==> config.mk <==
export PLATFORM = sky130hd
export DESIGN_NAME = mem_access_ctrl_flat
export DESIGN_NICKNAME = d
export VERILOG_FILES = /design/src/rtl/mem_ctrl_pkg.sv /design/src/rtl/mem_access_ctrl_if.sv /design/src/rtl/mem_ctrl_wdog.sv /design/src/rtl/mem_access_ctrl.sv /design/src/flat_wrapper.sv
export SDC_FILE = /design/constraint.sdc
export NUM_CORES = 1
export LEC_CHECK = 0
export CAP_MARGIN = 20
export CORE_MARGIN = 2
export CORE_UTILIZATION = 40
export CTS_CLUSTER_DIAMETER = 50
export DETAILED_ROUTE_END_ITERATION = 8
export GPL_ROUTABILITY_DRIVEN = 0
export PLACE_DENSITY = 0.86
export SLEW_MARGIN = 20
export SYNTH_ARGS = -nofsm -noshare
export SYNTH_HDL_FRONTEND = slang
export SYNTH_SLANG_ARGS = --single-unit
==> constraint.sdc <==
create_clock -name clk -period 1.9 [get_ports clk]
set_input_delay 0.38 -clock clk [delete_from_list [all_inputs] [get_ports clk]]
set_output_delay 0.38 -clock clk [all_outputs]
set_load 0.1 [all_outputs]
==> src/rtl/mem_ctrl_pkg.sv <==
// Shared definitions for the memory access controller: FSM encoding,
// default bus widths and the opcode memory-class field.
package mem_ctrl_pkg;

    typedef enum logic [1:0] {
        IDLE   = 2'd0,
        IF_ACC = 2'd1,
        LS_ACC = 2'd2
    } state_e;

    localparam int unsigned DEF_ADDR_W = 16;
    localparam int unsigned DEF_DATA_W = 16;

    // Memory-class field of the instruction word, decoded upstream into ls_load/ls_store
    localparam int unsigned MCLASS_HI = 12;
    localparam int unsigned MCLASS_LO = 11;

    typedef enum logic [1:0] {
        MC_NONE     = 2'b00,
        MC_LOAD     = 2'b01,
        MC_STORE    = 2'b10,
        MC_LOAD_IMM = 2'b11
    } mem_class_e;

    function automatic logic is_mem_access(input mem_class_e mc);
        return (mc == MC_LOAD) || (mc == MC_STORE);
    endfunction

endpackage

==> src/rtl/mem_access_ctrl_if.sv <==
// Pipeline-side request/response signals plus the single-port memory
// handshake, bundled for the access controller.
interface mem_access_ctrl_if
    import mem_ctrl_pkg::*;
#(
    parameter int unsigned ADDR_W = DEF_ADDR_W,
    parameter int unsigned DATA_W = DEF_DATA_W
) ();
    logic              if_req;
    logic [ADDR_W-1:0] if_addr;
    logic [DATA_W-1:0] if_rdata;
    logic              if_valid;
    logic              ls_load;
    logic              ls_store;
    logic [ADDR_W-1:0] ls_addr;
    logic [DATA_W-1:0] ls_wdata;
    logic [DATA_W-1:0] ls_rdata;
    logic              ls_done;
    logic              stall;
    logic              mem_req;
    logic              mem_we;
    logic [ADDR_W-1:0] mem_addr;
    logic [DATA_W-1:0] mem_wdata;
    logic [DATA_W-1:0] mem_rdata;
    logic              mem_ack;
    logic              err;

    modport slave (
        input  if_req, if_addr, ls_load, ls_store, ls_addr, ls_wdata, mem_rdata, mem_ack,
        output if_rdata, if_valid, ls_rdata, ls_done, stall,
               mem_req, mem_we, mem_addr, mem_wdata, err
    );

    modport master (
        output if_req, if_addr, ls_load, ls_store, ls_addr, ls_wdata, mem_rdata, mem_ack,
        input  if_rdata, if_valid, ls_rdata, ls_done, stall,
               mem_req, mem_we, mem_addr, mem_wdata, err
    );
endinterface

==> src/rtl/mem_ctrl_wdog.sv <==
// Ack timeout counter: cleared when an access is granted, counts cycles
// spent waiting for mem_ack and flags expiry on the TIMEOUT-th such cycle.
module mem_ctrl_wdog #(
    parameter int unsigned TIMEOUT = 15
) (
    input  logic clk,
    input  logic rst_n,
    input  logic i_clr,
    input  logic i_run,
    output logic o_expire
);
    localparam int unsigned CNT_W = $clog2(TIMEOUT + 1);

    logic [CNT_W-1:0] r_cnt;

    always_ff @(posedge clk or negedge rst_n) begin
        if (!rst_n) begin
            r_cnt <= '0;
        end else if (i_clr) begin
            r_cnt <= '0;
        end else if (i_run) begin
            r_cnt <= r_cnt + CNT_W'(1);
        end
    end

    // The count would reach TIMEOUT on this edge
    assign o_expire = i_run && (r_cnt == CNT_W'(TIMEOUT - 1));
endmodule

==> src/rtl/mem_access_ctrl.sv <==
// Arbiter/sequencer for the shared single-port memory (load/store over fetch).
// Optional ack watchdog enabled by defining MEM_ACCESS_CTRL_WDOG_EN.
module mem_access_ctrl
    import mem_ctrl_pkg::*;
#(
    parameter int unsigned ADDR_W  = DEF_ADDR_W,
    parameter int unsigned DATA_W  = DEF_DATA_W,
    parameter int unsigned TIMEOUT = 15
) (
    input logic              clk,
    input logic              rst_n,
    mem_access_ctrl_if.slave bus
);
    state_e            r_state;
    logic              r_mem_req;
    logic              r_mem_we;
    logic [ADDR_W-1:0] r_mem_addr;
    logic [DATA_W-1:0] r_mem_wdata;
    logic [DATA_W-1:0] r_ls_rdata;
    logic              r_ls_done;
    logic [DATA_W-1:0] r_if_rdata;
    logic              r_if_valid;
    logic              w_ls_any;

    assign w_ls_any = bus.ls_load | bus.ls_store;

`ifdef MEM_ACCESS_CTRL_WDOG_EN
    logic r_err;
    logic w_expire;

    mem_ctrl_wdog #(.TIMEOUT(TIMEOUT)) u_wdog (
        .clk      (clk),
        .rst_n    (rst_n),
        .i_clr    ((r_state == IDLE) && (w_ls_any || bus.if_req)),
        .i_run    ((r_state != IDLE) && !bus.mem_ack),
        .o_expire (w_expire)
    );
    assign bus.err = r_err;
`else
    logic w_unused_timeout;
    assign w_unused_timeout = ^TIMEOUT;
    assign bus.err = 1'b0;
`endif

    always_ff @(posedge clk or negedge rst_n) begin
        if (!rst_n) begin
            r_state     <= IDLE;
            r_mem_req   <= 1'b0;
            r_mem_we    <= 1'b0;
            r_mem_addr  <= '0;
            r_mem_wdata <= '0;
            r_ls_rdata  <= '0;
            r_ls_done   <= 1'b0;
            r_if_rdata  <= '0;
            r_if_valid  <= 1'b0;
`ifdef MEM_ACCESS_CTRL_WDOG_EN
            r_err       <= 1'b0;
`endif
        end else begin
            r_ls_done  <= 1'b0;
            r_if_valid <= 1'b0;
`ifdef MEM_ACCESS_CTRL_WDOG_EN
            r_err      <= 1'b0;
`endif
            case (r_state)
                IDLE: begin
                    // Store wins when both strobes are set
                    if (w_ls_any) begin
                        r_mem_addr  <= bus.ls_addr;
                        r_mem_wdata <= bus.ls_wdata;
                        r_mem_we    <= bus.ls_store;
                        r_mem_req   <= 1'b1;
                        r_state     <= LS_ACC;
                    end else if (bus.if_req) begin
                        r_mem_addr <= bus.if_addr;
                        r_mem_we   <= 1'b0;
                        r_mem_req  <= 1'b1;
                        r_state    <= IF_ACC;
                    end
                end
                IF_ACC, LS_ACC: begin
                    if (bus.mem_ack) begin
                        r_mem_req <= 1'b0;
                        r_mem_we  <= 1'b0;
                        r_state   <= IDLE;
                        if (r_state == LS_ACC) begin
                            r_ls_done <= 1'b1;
                            if (!r_mem_we) r_ls_rdata <= bus.mem_rdata;
                        end else begin
                            r_if_valid <= 1'b1;
                            r_if_rdata <= bus.mem_rdata;
                        end
                    end
`ifdef MEM_ACCESS_CTRL_WDOG_EN
                    else if (w_expire) begin
                        r_mem_req <= 1'b0;
                        r_mem_we  <= 1'b0;
                        r_err     <= 1'b1;
                        r_state   <= IDLE;
                    end
`endif
                end
                default: r_state <= IDLE;
            endcase
        end
    end

    assign bus.mem_req   = r_mem_req;
    assign bus.mem_we    = r_mem_we;
    assign bus.mem_addr  = r_mem_addr;
    assign bus.mem_wdata = r_mem_wdata;
    assign bus.ls_rdata  = r_ls_rdata;
    assign bus.ls_done   = r_ls_done;
    assign bus.if_rdata  = r_if_rdata;
    assign bus.if_valid  = r_if_valid;
    assign bus.stall     = (w_ls_any & ~r_ls_done) | (bus.if_req & ~r_if_valid);
endmodule
==> src/flat_wrapper.sv <==
// flat-port wrapper written by rule: the top's interface ports become plain ports
module mem_access_ctrl_flat import mem_ctrl_pkg::*;
#(
    parameter int unsigned ADDR_W  = DEF_ADDR_W,
    parameter int unsigned DATA_W  = DEF_DATA_W,
    parameter int unsigned TIMEOUT = 15
)
  (clk, rst_n, bus_if_req, bus_if_addr, bus_ls_load, bus_ls_store, bus_ls_addr, bus_ls_wdata, bus_mem_rdata, bus_mem_ack, bus_if_rdata, bus_if_valid, bus_ls_rdata, bus_ls_done, bus_stall, bus_mem_req, bus_mem_we, bus_mem_addr, bus_mem_wdata, bus_err);
  mem_access_ctrl_if #(.ADDR_W(ADDR_W), .DATA_W(DATA_W)) bus_i ();
  input logic clk;
  input logic rst_n;
  input wire logic [$bits(bus_i.if_req)-1:0] bus_if_req;
  input wire logic [$bits(bus_i.if_addr)-1:0] bus_if_addr;
  input wire logic [$bits(bus_i.ls_load)-1:0] bus_ls_load;
  input wire logic [$bits(bus_i.ls_store)-1:0] bus_ls_store;
  input wire logic [$bits(bus_i.ls_addr)-1:0] bus_ls_addr;
  input wire logic [$bits(bus_i.ls_wdata)-1:0] bus_ls_wdata;
  input wire logic [$bits(bus_i.mem_rdata)-1:0] bus_mem_rdata;
  input wire logic [$bits(bus_i.mem_ack)-1:0] bus_mem_ack;
  output wire logic [$bits(bus_i.if_rdata)-1:0] bus_if_rdata;
  output wire logic [$bits(bus_i.if_valid)-1:0] bus_if_valid;
  output wire logic [$bits(bus_i.ls_rdata)-1:0] bus_ls_rdata;
  output wire logic [$bits(bus_i.ls_done)-1:0] bus_ls_done;
  output wire logic [$bits(bus_i.stall)-1:0] bus_stall;
  output wire logic [$bits(bus_i.mem_req)-1:0] bus_mem_req;
  output wire logic [$bits(bus_i.mem_we)-1:0] bus_mem_we;
  output wire logic [$bits(bus_i.mem_addr)-1:0] bus_mem_addr;
  output wire logic [$bits(bus_i.mem_wdata)-1:0] bus_mem_wdata;
  output wire logic [$bits(bus_i.err)-1:0] bus_err;
  assign bus_i.if_req = bus_if_req;
  assign bus_i.if_addr = bus_if_addr;
  assign bus_i.ls_load = bus_ls_load;
  assign bus_i.ls_store = bus_ls_store;
  assign bus_i.ls_addr = bus_ls_addr;
  assign bus_i.ls_wdata = bus_ls_wdata;
  assign bus_i.mem_rdata = bus_mem_rdata;
  assign bus_i.mem_ack = bus_mem_ack;
  assign bus_if_rdata = bus_i.if_rdata;
  assign bus_if_valid = bus_i.if_valid;
  assign bus_ls_rdata = bus_i.ls_rdata;
  assign bus_ls_done = bus_i.ls_done;
  assign bus_stall = bus_i.stall;
  assign bus_mem_req = bus_i.mem_req;
  assign bus_mem_we = bus_i.mem_we;
  assign bus_mem_addr = bus_i.mem_addr;
  assign bus_mem_wdata = bus_i.mem_wdata;
  assign bus_err = bus_i.err;
  mem_access_ctrl #(.ADDR_W(ADDR_W), .DATA_W(DATA_W), .TIMEOUT(TIMEOUT)) u_core (.clk(clk), .rst_n(rst_n), .bus(bus_i));
endmodule
==> impl_results.rst, run 1 <==
.. list-table::
   :header-rows: 1

   * - Metric
     - Value
   * - Antenna fix cells
     - 0
   * - Std-Cell Core Area
     - approximately 6900 um^2
   * - Type of the worst setup path
     - in2out
   * - Synthesis-stage register bit count
     - 70
   * - Most area-consuming cells after synthesis
     - sky130_fd_sc_hd__dfrtp_1, sky130_fd_sc_hd__mux2_2, sky130_fd_sc_hd__mux2i_1, sky130_fd_sc_hd__o21ai_0, sky130_fd_sc_hd__nand2_1
   * - Initial drt markers
     - 41
   * - Sequential cell area in the final layout
     - 1750 um^2
   * - Overall routed net length
     - roughly 6.7 mm
   * - Port Buffer Count
     - about 140
   * - Root buffer selected by CTS
     - sky130_fd_sc_hd__clkbuf_8
   * - Synth Warn #
     - 0
   * - Layout area overhead
     - 58.9%
   * - Share of cells above drive strength 1
     - 0.422
   * - Congestion Overflow GR
     - 0
   * - Arrival time at the worst endpoint
     - about 1500 ps
   * - Area enclosed by the die boundary
     - a little under 8000 um^2
   * - Filler cell count
     - 541
   * - Vias in the first global route
     - approximately 2300
   * - Worst hold-check path type
     - in2async
   * - Post-Synthesis Net Count
     - about 280
   * - Library cell occupying the most area in the post-synthesis netlist
     - sky130_fd_sc_hd__dfrtp_1
   * - Clock skew
     - approximately 9.8 ps
   * - Ports
     - 140
   * - Footprint of the multi-input gates
     - roughly 1100 um^2
   * - Maximum operating frequency
     - approximately 0.54 GHz
   * - Fin Setup TNS
     - 0 ps
   * - Die X
     - ~89 um
   * - Total clock sinks
     - 70
   * - Average size of a mapped cell
     - about 14 um^2
   * - Setup repair after global routing missed its margin
     - false
   * - Residual DRC count
     - 0
   * - Final-report hold violation count
     - 0
   * - Number of nets with antenna violations after detailed routing
     - 0
   * - CP Launch Type
     - primary input
   * - Req. time, crit path
     - between 1500 and 2000 ps
   * - Setup Viol. Count Final
     - 0
   * - Share of Yosys cell area claimed by the top area cell type
     - 0.611
   * - Cell count after synthesis
     - just over 200
   * - Post-CTS Hold Buffers
     - 0
   * - Async set-reset flop share out of synthesis
     - 1.00
   * - Post-synthesis instance area
     - ~2900 um^2
   * - Avg Vias per Cell
     - roughly 4.7
   * - Peak fanout along the critical path
     - 4
   * - Antenna violations before repair
     - 0
   * - Capturing element type of the critical path
     - primary output
   * - List of most frequent post-synthesis cells
     - sky130_fd_sc_hd__dfrtp_1, sky130_fd_sc_hd__mux2_2, sky130_fd_sc_hd__nand2_1
   * - Wire length of the first global-routing pass
     - approximately 10 mm
   * - Period utilisation layout
     - 0.980
   * - Max-slew violation count
     - 0
   * - H-tree depth
     - 3
   * - Worst-skew pair later-pin latency
     - approximately 330 ps
   * - Estimated wirelength of the detail-placed design
     - slightly above 5 mm
   * - Number of buffers added for setup after CTS
     - 0
   * - Worst reg2reg setup slack
     - 290 ps
   * - CTS tree
     - done
   * - Number of max-capacitance violations reported
     - 0
   * - GRT Total Usage
     - 0.171
   * - Share of synthesized area occupied by flip-flops and latches
     - 0.611
   * - Crit path time final
     - about 1900 ps
   * - Dominant register cell in the synthesized netlist
     - sky130_fd_sc_hd__dfrtp_1
   * - Maximum number of pins on one net before global-route repair
     - a little over 70
   * - Number of standard-cell rows in the floorplan
     - 30
   * - Post-cts resize count
     - 0
   * - Initial core utilization
     - 0.418
   * - Average wire per standard cell
     - roughly 15 um
   * - Height of the die
     - between 80 and 90 um
   * - Number of enable flip-flop cells after synthesis
     - 0
   * - Length of the first detailed-routing pass in iterations
     - 4
   * - Run status
     - finished clean
   * - Number of buffers added by the clock tree synthesis step
     - 9
   * - Vias post-DR
     - roughly 2100
   * - Clock slew seen by the registers of the worst setup and hold paths
     - about 80 ps
   * - Top-count cell post-synth
     - sky130_fd_sc_hd__dfrtp_1
   * - Distinct cell type count after synthesis
     - 26
   * - Maximum number of buffers from clock root to sink
     - 2
   * - Fin nets
     - 428
[placed cells by master, fill, tap and decap left out, types with 3 or more instances in the layout]
| master | Yosys | final |
|---|---|---|
| sky130_fd_sc_hd__clkinv_4 | 0 | 4 |
| sky130_fd_sc_hd__dfrtp_1 | 70 | 69 |
| sky130_fd_sc_hd__nand2_1 | 18 | 18 |
| sky130_fd_sc_hd__clkdlybuf4s50_1 | 0 | 68 |
| sky130_fd_sc_hd__buf_12 | 0 | 10 |
| sky130_fd_sc_hd__inv_1 | 4 | 4 |
| sky130_fd_sc_hd__mux2_2 | 48 | 48 |
| sky130_fd_sc_hd__ha_1 | 3 | 3 |
| sky130_fd_sc_hd__buf_4 | 2 | 70 |
| sky130_fd_sc_hd__o21ai_0 | 16 | 16 |
| sky130_fd_sc_hd__mux2i_1 | 16 | 16 |
| sky130_fd_sc_hd__clkbuf_8 | 0 | 9 |
[final cells by class]
class / count / area share
inverter: 4 / 0.00329
timing repair buffer: 149 / 0.310
tap: 96 / 0.0264
sequential: 70 / 0.385
multi-input combinational: 121 / 0.233
clock buffer: 9 / 0.0272
clock inverter: 7 / 0.0165
[kinds of logic (layout without fill, tap and decap cells)]
group	Yosys count	count (layout)	share of synthesized area
buffers and inverters	13	169	0.0279
AND/OR/NAND/NOR	27	27	0.0484
multiplexers	64	64	0.244
adder cells (fa/ha/maj)	3	3	0.0131
flip-flops	70	70	0.611
other	1	1	0.00131
AO/OA/AOI/OAI	26	26	0.0545
[path summary, 6_finish.rpt]
kind	depth (start not counted)	startpoint	end
setup / recovery	4	bus_ls_load	bus_stall
hold reg to reg	2	u_core.bus.mem_addr[0]	u_core.bus.mem_addr[0]
min in group clk	2	u_core.bus.mem_addr[0]	u_core.bus.mem_addr[0]
hold / removal	2	rst_n	u_core.bus.mem_wdata[3]
max in group asynchronous	2	rst_n	u_core.bus.mem_addr[5]
setup reg to reg	5	u_core.r_state[0]	u_core.bus.if_rdata[2]
[state kept, by name, summed over array words and instances, names as in the netlist]
register	count
u_core.bus.mem_we	1
u_core.bus.mem_addr	16
u_core.r_state	2
u_core.bus.if_rdata	16
u_core.bus.ls_rdata	16
u_core.bus.mem_req	1
u_core.bus.if_valid	1
u_core.bus.mem_wdata	16
u_core.bus.ls_done	1
[routing by layer]
layer  vias up  global-route usage  routed length (um)
li1       1016                   -                   -
met1      1035               0.199                2580
met2        79               0.296                3470
met3         6              0.0550                 615
met4         0              0.0579                  53
met5         -                   0                   0
[stage by stage]
stage,setup WS [ps],cells,util,area (um^2),hold WS (ps)
3_5_place_dp,19.3,440,0.635,4360,437
4_1_cts,38.0,456,0.664,4560,65.9
6_report,37.2,456,0.664,4560,39.7
5_1_grt,4.48,456,0.664,4560,63.0
2_1_floorplan,41.6,204,-,2880,84.4
3_3_place_gp,57.7,440,0.635,4360,432
[critical path, stage by stage]
cell	delay (ps)
sky130_fd_sc_hd__clkdlybuf4s50_1	680
sky130_fd_sc_hd__nor2_4	80
sky130_fd_sc_hd__o22ai_4	150
sky130_fd_sc_hd__buf_12	190
Power of run 1 is left out: the tool's default activity adds up to more than one toggle a clock period on the data nets, which glitch-free logic cannot reach.
==> run 2, diff against run 1 <==
--- a/config.mk
+++ b/config.mk
@@ -5,6 +5,7 @@
 export SDC_FILE = /design/constraint.sdc
 export NUM_CORES = 1
 export LEC_CHECK = 0
+export ABC_CLOCK_PERIOD_IN_PS = 1900
 export CAP_MARGIN = 20
 export CORE_MARGIN = 2
 export CORE_UTILIZATION = 40
==> results of run 2 <==
Final layout, timing and power as in run 1 (identical DEF).
Power of run 2 is left out for the same reason.
==> run 3, diff against run 2 <==
--- a/config.mk
+++ b/config.mk
@@ -13,6 +13,9 @@
 export DETAILED_ROUTE_END_ITERATION = 8
 export GPL_ROUTABILITY_DRIVEN = 0
 export PLACE_DENSITY = 0.86
+export RECOVER_POWER = 100
+export SKIP_CTS_REPAIR_TIMING = 1
+export SKIP_LAST_GASP = 1
 export SLEW_MARGIN = 20
 export SYNTH_ARGS = -nofsm -noshare
 export SYNTH_HDL_FRONTEND = slang
==> run 3 against run 2 <==
Compared with the run above:
- global-route usage unchanged
- die area unchanged
- non-clock buffer count unchanged
- critical path type unchanged
- register-to-register slack worse by 110 ps
- final area down 6.0%
- clock skew about the same
- sequential share of layout area up 2.5 points
- critical path depth unchanged
- highest routed layer unchanged
- first-iteration DRC count down 12%
- sequential cell count unchanged
- fmax up 2.4%
- final cell count unchanged
==> impl_results.rst, run 3 (synthesis gave the netlist of run 1 again) <==
.. list-table::
   :header-rows: 1

   * - Metric
     - Value
   * - Run status
     - finished clean
   * - Share of cells above drive strength 1
     - 0.414 (-0.00833)
   * - Worst hold-check path type
     - in2async
   * - Crit path time final
     - 1820 ps (-43.5 ps)
   * - Filler cell count
     - 592 (+9.4%)
   * - Fin Setup TNS
     - 0 ps (unchanged)
   * - CP Launch Type
     - primary input
   * - Height of the die
     - 88.7 um (unchanged)
   * - Setup Viol. Count Final
     - 0 (unchanged)
   * - Number of buffers added by the clock tree synthesis step
     - 9 (unchanged)
   * - Die X
     - 88.7 um (unchanged)
   * - Type of the worst setup path
     - in2out
   * - Highest-count cells in the layout ignoring fill and taps
     - sky130_fd_sc_hd__clkbuf_2, sky130_fd_sc_hd__dfrtp_1, sky130_fd_sc_hd__clkdlybuf4s50_1
   * - Avg Vias per Cell
     - 4.68 (about the same)
   * - Length of the first detailed-routing pass in iterations
     - 3 (-1)
   * - Number of standard-cell rows in the floorplan
     - 30 (unchanged)
   * - Family with the most delay on the worst path
     - buffers and inverters
   * - Antenna fix cells
     - 0 (unchanged)
   * - Slew HR
     - 0.628
   * - Number of max-capacitance violations reported
     - 0 (unchanged)
   * - CTS tree
     - done
   * - Bufs and invs on worst path
     - 2 (unchanged)
   * - Max-slew violation count
     - 0 (unchanged)
   * - Most common cell after layout, fill and taps aside
     - sky130_fd_sc_hd__clkbuf_2
   * - Cell at the slowest stage of the critical path
     - sky130_fd_sc_hd__clkdlybuf4s50_1
   * - Arrival time at the worst endpoint
     - 1440 ps (-40 ps)
   * - Estimated wirelength of the detail-placed design
     - 5.12 mm (unchanged)
   * - Area enclosed by the die boundary
     - 7870 um^2 (unchanged)
   * - Average wire per standard cell
     - 14.8 um (about the same)
   * - Slew at the pin closest to its max-slew limit
     - about 560 ps
   * - Worst-skew pair later-pin latency
     - 330 ps (about the same)
   * - Overall routed net length
     - 6.73 mm (about the same)
   * - Initial drt markers
     - 36 (-12%)
   * - Vias in the first global route
     - 2275 (unchanged)
   * - Ports
     - 140 (unchanged)
   * - Final-report hold violation count
     - 0 (unchanged)
   * - Total clock sinks
     - 70 (unchanged)
   * - Cell Chain, Critical Path
     - clkdlybuf4s50_1 > nor2_4 > o22ai_4 > buf_12
   * - Peak fanout along the critical path
     - 4 (unchanged)
   * - Maximum operating frequency
     - 0.550 GHz (+2.4%)
   * - Clock skew
     - 9.99 ps (+0.160 ps)
   * - Initial core utilization
     - 0.418 (unchanged)
   * - Highest cell delay on the worst timing path
     - 620 ps (-60 ps)
   * - Maximum number of buffers from clock root to sink
     - 2 (unchanged)
   * - Clock slew seen by the registers of the worst setup and hold paths
     - 80 ps (about the same)
   * - Setup repair after global routing missed its margin
     - false
   * - GRT Total Usage
     - 0.171 (unchanged)
   * - Layout area overhead
     - 49.3%
   * - Req. time, crit path
     - 1520 ps (about the same)
   * - Port Buffer Count
     - 138 (unchanged)
   * - Number of nets with antenna violations after detailed routing
     - 0 (unchanged)
   * - Root buffer selected by CTS
     - sky130_fd_sc_hd__clkbuf_8
   * - Maximum number of pins on one net before global-route repair
     - 71 (unchanged)
   * - Residual DRC count
     - 0 (unchanged)
   * - Std-Cell Core Area
     - 6870 um^2 (unchanged)
   * - Period utilisation layout
     - 0.958 (-0.0229)
   * - H-tree depth
     - 3 (unchanged)
   * - Fin nets
     - 428 (unchanged)
   * - Capturing element type of the critical path
     - primary output
   * - Vias post-DR
     - 2134 (-0.094%)
   * - Antenna violations before repair
     - 0 (unchanged)
   * - Wire length of the first global-routing pass
     - 10.3 mm (unchanged)
   * - Congestion Overflow GR
     - 0 (unchanged)
## run 3: cell count changes in the layout (fill, tap and decap cells not counted), moves of 2 or more
| cell | change |
|---|---|
| sky130_fd_sc_hd__o21ai_1 | -2 |
| sky130_fd_sc_hd__clkbuf_1 | +2 |
| sky130_fd_sc_hd__buf_4 | -67 |
| sky130_fd_sc_hd__o21ai_0 | +2 |
| sky130_fd_sc_hd__clkbuf_2 | +72 |
| sky130_fd_sc_hd__buf_12 | -6 |
## run 3: worst paths after layout
check                                           end  slack (ps)  depth (start not counted)                    start
min in group clk            u_core.bus.mem_addr[15]         480                          2  u_core.bus.mem_addr[15]
hold reg to reg             u_core.bus.mem_addr[15]         480                          2  u_core.bus.mem_addr[15]
setup reg to reg           u_core.bus.mem_wdata[14]         180                          5        u_core.r_state[0]
hold / removal              u_core.bus.mem_wdata[3]          80                          2                    rst_n
max in group asynchronous    u_core.bus.mem_addr[5]        1480                          2                    rst_n
setup / recovery                          bus_stall          80                          4             bus_ls_store
## run 3: worst register-to-register path: stages, from the launching register on
cell and delay (ps):
sky130_fd_sc_hd__dfrtp_1 380, sky130_fd_sc_hd__inv_1 80, sky130_fd_sc_hd__ha_1 280, sky130_fd_sc_hd__o21ai_4 90, sky130_fd_sc_hd__clkbuf_2 380, sky130_fd_sc_hd__mux2_2 390
## run 3: through the flow
step / instance area (um^2) / utilization / hold slack, ps / instances / setup WS [ps]
global placement: 4360 / 0.635 / 432 / 440 / 57.7
global route: 4280 / 0.624 / 113 / 456 / 40.6
finish: 4280 / 0.624 / 84.5 / 456 / 80.7
CTS: 4560 / 0.664 / 65.9 / 456 / 38.0
floorplan: 2880 / - / 84.4 / 204 / 41.6
detailed placement: 4360 / 0.635 / 437 / 440 / 19.3
## run 3: metal layers
metal  vias up  global-route usage  routed length [um]
li1       1017                   -                   -
met1      1032               0.199                2610
met2        79               0.296                3440
met3         6              0.0550                 633
met4         0              0.0579                  50
met5         -                   0                   0
## run 3: cell type report
cell class / instances / area [um^2] / area share
Multi-Input combinational cell: 121 / 1050 / 0.244
Clock inverter: 7 / 75.1 / 0.0175
Clock buffer: 9 / 124 / 0.0289
Timing Repair Buffer: 149 / 1150 / 0.269
Inverter: 4 / 15.0 / 0.00350
Tap cell: 96 / 120 / 0.0280
Sequential cell: 70 / 1750 / 0.409
Power of run 3 is left out for the same reason.
